==> config.mk <==
export PLATFORM = sky130hd
export DESIGN_NAME = fetch_decode_stage
export DESIGN_NICKNAME = d
export VERILOG_FILES = /design/src/rtl/fetch_decode_stage_pkg.sv /design/src/rtl/fetch_decode_stage_hazard_detect_unit.sv /design/src/rtl/fetch_decode_stage.sv
export SDC_FILE = /design/constraint.sdc
export NUM_CORES = 1
export LEC_CHECK = 0
export ABC_AREA = 1
export ABC_CLOCK_PERIOD_IN_PS = 1700
export BUFFER_PORTS_ARGS = -buffer_cell sky130_fd_sc_hd__buf_2
export CELL_PAD_IN_SITES_DETAIL_PLACEMENT = 1
export CELL_PAD_IN_SITES_GLOBAL_PLACEMENT = 2
export CORE_AREA = 2 2 163 205
export DETAILED_ROUTE_END_ITERATION = 16
export DIE_AREA = 0 0 165 207
export PLACE_DENSITY_LB_ADDON = 0.1
export SETUP_SLACK_MARGIN = 0.5
export SYNTH_ARGS = -nofsm -noshare
export SYNTH_HDL_FRONTEND = slang
export SYNTH_SLANG_ARGS = --single-unit
export TNS_END_PERCENT = 100
==> constraint.sdc <==
create_clock -name clk -period 1.7 [get_ports clk]
set_input_delay 0.085 -clock clk [delete_from_list [all_inputs] [get_ports clk]]
set_output_delay 0.085 -clock clk [all_outputs]
set_load 0.02 [all_outputs]
==> src/rtl/fetch_decode_stage_pkg.sv <==
// Shared constants for the IF stage / IF-ID register: opcodes, PCSrc encodings,
// the canonical nop word and the operand-source helper used by hazard detection.
package fetch_decode_stage_pkg;

   localparam logic [5:0] OP_RTYPE = 6'h00;
   localparam logic [5:0] OP_J     = 6'h02;
   localparam logic [5:0] OP_JAL   = 6'h03;
   localparam logic [5:0] OP_BEQ   = 6'h04;
   localparam logic [5:0] OP_LW    = 6'h23;
   localparam logic [5:0] OP_SW    = 6'h2b;

   localparam logic [31:0] NOP = 32'h0000_0000;

   // PCSrc from the ID control decoder; 2'b11 is unused and behaves as sequential
   typedef enum logic [1:0] {
      PCSRC_SEQ  = 2'b00,
      PCSRC_JUMP = 2'b01,
      PCSRC_JR   = 2'b10,
      PCSRC_RSVD = 2'b11
   } pcsrc_e;

   // Opcodes that read rt as a source operand (so a load into rt is a hazard)
   function automatic logic reads_rt(input logic [5:0] op);
      return (op == OP_RTYPE) || (op == OP_BEQ) || (op == OP_SW);
   endfunction

endpackage

==> src/rtl/fetch_decode_stage_hazard_detect_unit.sv <==
// Combinational load-use detector: a load in EX whose destination is a source
// of the instruction held in IF/ID forces a one-cycle stall, unless a taken
// branch is squashing that instruction anyway.
module hazard_detect_unit
   import fetch_decode_stage_pkg::*;
(
   input  logic       id_valid,
   input  logic [5:0] id_op,
   input  logic [4:0] id_rs,
   input  logic [4:0] id_rt,
   input  logic       ex_mem_read,
   input  logic [4:0] ex_rt,
   input  logic       ex_branch_taken,
   output logic       stall
);

   logic rs_hit;
   logic rt_hit;

   // Source-register compare; $0 never carries a dependency
   always_comb begin
      rs_hit = (ex_rt == id_rs);
      rt_hit = (ex_rt == id_rt) && reads_rt(id_op);
      stall  = id_valid && ex_mem_read && (ex_rt != 5'd0) && !ex_branch_taken
               && (rs_hit || rt_hit);
   end

endmodule

==> src/rtl/fetch_decode_stage.sv <==
// IF stage plus IF/ID pipeline register: owns the PC, captures fetched words,
// redirects on ID jumps and EX branches, stalls on load-use hazards and keeps
// saturating stall / redirect counters.
module fetch_decode_stage
   import fetch_decode_stage_pkg::*;
#(
   parameter logic [31:0] RESET_PC = 32'h0000_0000,
   parameter int          CNT_W    = 16
) (
   input  logic             clk,
   input  logic             reset,
   output logic [31:0]      imem_addr,
   input  logic [31:0]      imem_rdata,
   input  logic [1:0]       id_pcsrc,
   input  logic [31:0]      id_rs_data,
   input  logic             ex_branch_taken,
   input  logic [31:0]      ex_branch_target,
   input  logic             ex_mem_read,
   input  logic [4:0]       ex_rt,
   output logic [31:0]      id_instr,
   output logic [31:0]      id_pc_plus4,
   output logic             id_valid,
   output logic             stall,
   output logic             flush_idex,
   output logic [CNT_W-1:0] stall_cnt,
   output logic [CNT_W-1:0] flush_cnt
);

   localparam logic [CNT_W-1:0] CNT_MAX = '1;
   localparam logic [CNT_W-1:0] CNT_ONE = CNT_W'(1);

   logic [31:0]      pc_q, pc_d;
   logic [31:0]      id_instr_q, id_instr_d;
   logic [31:0]      id_pc_plus4_q, id_pc_plus4_d;
   logic             id_valid_q, id_valid_d;
   logic [CNT_W-1:0] stall_cnt_q, stall_cnt_d;
   logic [CNT_W-1:0] flush_cnt_q, flush_cnt_d;

   logic             stall_w;
   logic [31:0]      pc_plus4;
   logic [31:0]      jump_target;
   pcsrc_e           pcsrc;

   hazard_detect_unit u_hazard (
      .id_valid        (id_valid_q),
      .id_op           (id_instr_q[31:26]),
      .id_rs           (id_instr_q[25:21]),
      .id_rt           (id_instr_q[20:16]),
      .ex_mem_read     (ex_mem_read),
      .ex_rt           (ex_rt),
      .ex_branch_taken (ex_branch_taken),
      .stall           (stall_w)
   );

   // Next-PC / IF-ID / counter selection: branch > stall > j > jr > sequential
   always_comb begin
      pc_d          = pc_q;
      id_instr_d    = id_instr_q;
      id_pc_plus4_d = id_pc_plus4_q;
      id_valid_d    = id_valid_q;
      stall_cnt_d   = stall_cnt_q;
      flush_cnt_d   = flush_cnt_q;

      pc_plus4    = pc_q + 32'd4;
      jump_target = {id_pc_plus4_q[31:28], id_instr_q[25:0], 2'b00};
      pcsrc       = pcsrc_e'(id_pcsrc);

      if (ex_branch_taken) begin
         pc_d       = ex_branch_target;
         id_instr_d = NOP;
         id_valid_d = 1'b0;
         if (flush_cnt_q != CNT_MAX) flush_cnt_d = flush_cnt_q + CNT_ONE;
      end else if (stall_w) begin
         if (stall_cnt_q != CNT_MAX) stall_cnt_d = stall_cnt_q + CNT_ONE;
      end else if (id_valid_q && (pcsrc == PCSRC_JUMP)) begin
         pc_d       = jump_target;
         id_instr_d = NOP;
         id_valid_d = 1'b0;
         if (flush_cnt_q != CNT_MAX) flush_cnt_d = flush_cnt_q + CNT_ONE;
      end else if (id_valid_q && (pcsrc == PCSRC_JR)) begin
         pc_d       = id_rs_data;
         id_instr_d = NOP;
         id_valid_d = 1'b0;
         if (flush_cnt_q != CNT_MAX) flush_cnt_d = flush_cnt_q + CNT_ONE;
      end else begin
         pc_d          = pc_plus4;
         id_instr_d    = imem_rdata;
         id_pc_plus4_d = pc_plus4;
         id_valid_d    = 1'b1;
      end
   end

   // State registers with synchronous active-low reset overriding all events
   always_ff @(posedge clk) begin
      if (!reset) begin
         pc_q          <= RESET_PC;
         id_instr_q    <= NOP;
         id_pc_plus4_q <= 32'h0;
         id_valid_q    <= 1'b0;
         stall_cnt_q   <= '0;
         flush_cnt_q   <= '0;
      end else begin
         pc_q          <= pc_d;
         id_instr_q    <= id_instr_d;
         id_pc_plus4_q <= id_pc_plus4_d;
         id_valid_q    <= id_valid_d;
         stall_cnt_q   <= stall_cnt_d;
         flush_cnt_q   <= flush_cnt_d;
      end
   end

   // Output drive
   always_comb begin
      imem_addr   = pc_q;
      id_instr    = id_instr_q;
      id_pc_plus4 = id_pc_plus4_q;
      id_valid    = id_valid_q;
      stall       = stall_w;
      flush_idex  = ex_branch_taken;
      stall_cnt   = stall_cnt_q;
      flush_cnt   = flush_cnt_q;
   end

endmodule

==> impl_metrics.toml <==
[outcome]
outcome = "finished with violations"
violations = "setup timing"

[setup_path]
cpPeakStageDelay_ps = 340
rr_worst_depth = 11
worst_setup_path_end_kind = "flip-flop"
critPathLaunch = "id_instr[20]$_SDFFE_PP0N_"
worstPathRequired_ps = 2000
path_delay_family = "simple AND/OR/NAND/NOR gates"
r2r_start = "id_instr[20]$_SDFFE_PP0N_"
cp-start-kind = "flip-flop"
r2r-end = "id_pc_plus4[7]$_SDFFE_PN0P_"
critPathBufInv = 3
path_cells = "nand2_1, nand2_1, nor2_1, nand3_2, o21ai_4, nand2_4, buf_12, buf_4, buf_12, nand4_1, a21oi_1"
critical_path.max_fanout = 9
worstPathArrival_ps = 2130
slowest_stage = "dfxtp_2"
reg2reg_slack_ps = -120
cp-endpoint = "id_pc_plus4[7]$_SDFFE_PN0P_"
cp.depth = 11
crit_type = "reg -> reg"

[timing]
period_minus_slack_ps = 1820
final.setup_skew_ps = 11.2
fmax_mhz = 549
slew-limit-headroom_pct = 75.1
rsz0062_at_grt = "true"
hold_viol = 0
finalCritPeriodShare_pct = 107
final.setup.tns_ps = -5730
setup_viol = 98
worstMarginPinSlew_ps = 373
maxSlewViolCount = 0
postLayoutSetupSlackWorst_ps = -122

[detailed_routing]
drc = 0
via_per_inst = 4.70
via_count = 9731
wire_per_inst_um = 19.9
drtAntennaViolNets = 0
wl_mm = 41.3
drt_iter0_drc = 407
dr.pass1.iters = 5

[placed_design]
place_area_sq_mm = 0.0105
place_congestion = 0.874
dpl.hpwl_mm = 28.4
post-place-cells = 1947
io_buffers = 237

[yosys]
async_flop_share_pct = 0
synth_cells = 1224
ys_warn_count = 0
seq_area_frac_synth_pct = 33.7
synthesis.nets = 1334
syn_area_per_cell_sq_um = 6.26
synth_seq_cells = 129
syn_area_sq_mm = 0.00766
synth.distinct_cells = 38
synth_flop_cell = "dfxtp_1"
synth_edf_count = 0

[global_routing]
grt.total_usage_pct = 22.8
grt_busiest_layer = "met2"
antenna_found_initial = 7
use_met2_pct = 41.0
met1_usage_pct = 26.2
grt_pass1_wl_mm = 58.4
grt_pass1_vias = 9888
grt_max_degree = 57
grt_util_met3_pct = 4.06
overflow = 0

[cells_and_area]
fill_cells = 4022
final_util_pct = 41.0
drive_above_1_share_pct = 44.7
final_cells = 2071
mostFrequentLayoutCell = "nand2_1"
area_growth_pct = 73.0
final_cell_mix = "300 x nand2_1, 209 x buf_2, 149 x buf_4"
design_area_sq_mm = 0.0133
nNetsFinal = 1745

[flow_run]
cap_violations = 0

[floorplan]
num_rows = 74
fp.coreArea_sq_mm = 0.0323
die_height_um = 207
fp.dieArea_sq_mm = 0.0342
ios = 238
start_util_pct = 23.7
die_x_um = 165

[clock_network]
htreeDepth = 4
cts_inserted_buffers = 17
clock-sinks = 129
tritoncts = "yes"
insertion_delay_ps = 430
root_buffer = "clkbuf_16"
clk_pin_slew_ps = 60
clk_path_buf_depth = 2

[min_path]
hold_path_depth = 3
hold_class = "in -> reg"

[power_and_ir_drop]
powerDensity_mw_per_mm2 = 678
p_leak_nw = 6.21
peakVddDrop_mv = 0.381
-- tightest hold or removal path, cell delays in order --
cell     delay (ps)
buf_2           180
o21ai_2          80
a21oi_1          40
-- through the flow --
step	hold WS, ps	setup slack, ps	total power [mW]
final	0.494	-122	8.98
after floorplan	235	130	4.11
after global routing	17.4	-227	9.38
after detailed placement	364	-97.7	4.86
after CTS	0.938	-119	8.87
after global placement	355	-58.3	4.85
-- cells in the mapped netlist (4+ instances only) --
| cell | count | area (sq um) |
|---|---|---|
| nand2_1 | 356 | 1340 |
| nor2_1 | 138 | 518 |
| dfxtp_1 | 129 | 2580 |
| a21oi_1 | 123 | 616 |
| nand3_1 | 105 | 526 |
| inv_1 | 92 | 345 |
| o21ai_0 | 53 | 265 |
| nand4_1 | 46 | 288 |
| clkbuf_1 | 33 | 124 |
| xor2_1 | 29 | 254 |
| buf_2 | 21 | 105 |
| or2_2 | 16 | 100 |
| nor3_1 | 13 | 65.1 |
| xnor2_1 | 10 | 87.6 |
| buf_1 | 7 | 26.3 |
| buf_4 | 6 | 45.0 |
| buf_6 | 6 | 67.6 |
| inv_2 | 5 | 18.8 |
| and2_1 | 4 | 25.0 |
-- how the worst min path moves through the flow --
stage | from | to
2_1_floorplan | imem_rdata[27] | id_instr[27]$_SDFFE_PP0N_
3_3_place_gp | imem_rdata[2] | id_instr[2]$_SDFFE_PP0N_
3_5_place_dp | imem_rdata[9] | id_instr[9]$_SDFFE_PP0N_
4_1_cts | ex_branch_target[26] | imem_addr[26]$_SDFFE_PN0P_
5_1_grt | ex_branch_target[28] | imem_addr[28]$_SDFFE_PN0P_
6_report | reset | imem_addr[5]$_SDFFE_PN0P_
-- area by class of cell --
class,count,area [sq um],share of cell area (%)
inverters,97,372,2.80
flip-flops and latches,129,2730,20.6
clock inverters,10,105,0.793
diodes,5,12.5,0.0944
repair buffers,463,3740,28.2
multi-input cells,927,5280,39.8
well taps,418,523,3.95
clock buffers,22,495,3.74
-- kinds of logic (layout without fill, tap and decap cells) --
logic type | count (synthesis) | count (layout) | synth area share [%]
AOI/OAI and AO/OA | 187 | 187 | 12.5
xor gates and xnor gates | 39 | 39 | 4.46
adders and majority gates | 3 | 3 | 0.490
buffers and inverters | 170 | 592 | 9.55
DFF | 129 | 129 | 33.7
other | 0 | 5 | 0
and+or+nand+nor | 696 | 698 | 39.3
-- metal layers --
| metal | vias to the layer above | part of all wire, % |
|---|---|---|
| li1 | 4824 | - |
| met1 | 4640 | 40 |
| met2 | 206 | 53 |
| met3 | 55 | 3.7 |
| met4 | 6 | 3.4 |
| met5 | - | 0.097 |
-- state kept, by name, summed over array words and instances, names as in the netlist --
name and count:
id_pc_plus4 32, stall_cnt 16, id_valid 1, flush_cnt 16, id_instr 32, imem_addr 32
-- what timing repair did --
| item | in CTS | in global routing |
|---|---|---|
| setup endpoints to repair | 147 | 154 |
| hold endpoints to repair | 43 | 0 |
| setup buffers | 7 | 13 |
| resized for setup | 46 | 249 |
| pin swaps | 7 | 47 |
| hold buffers | 43 | 0 |
| cloned | 7 | 17 |
-- report_power, final --
group          leakage, nW  total [mW]  internal, mW  switching, mW
Combinational         4.81        1.83         0.782           1.05
Clock                0.305        3.85          2.35           1.50
Sequential            1.09        3.30          3.15          0.147
(Power assumes the default switching activity.)
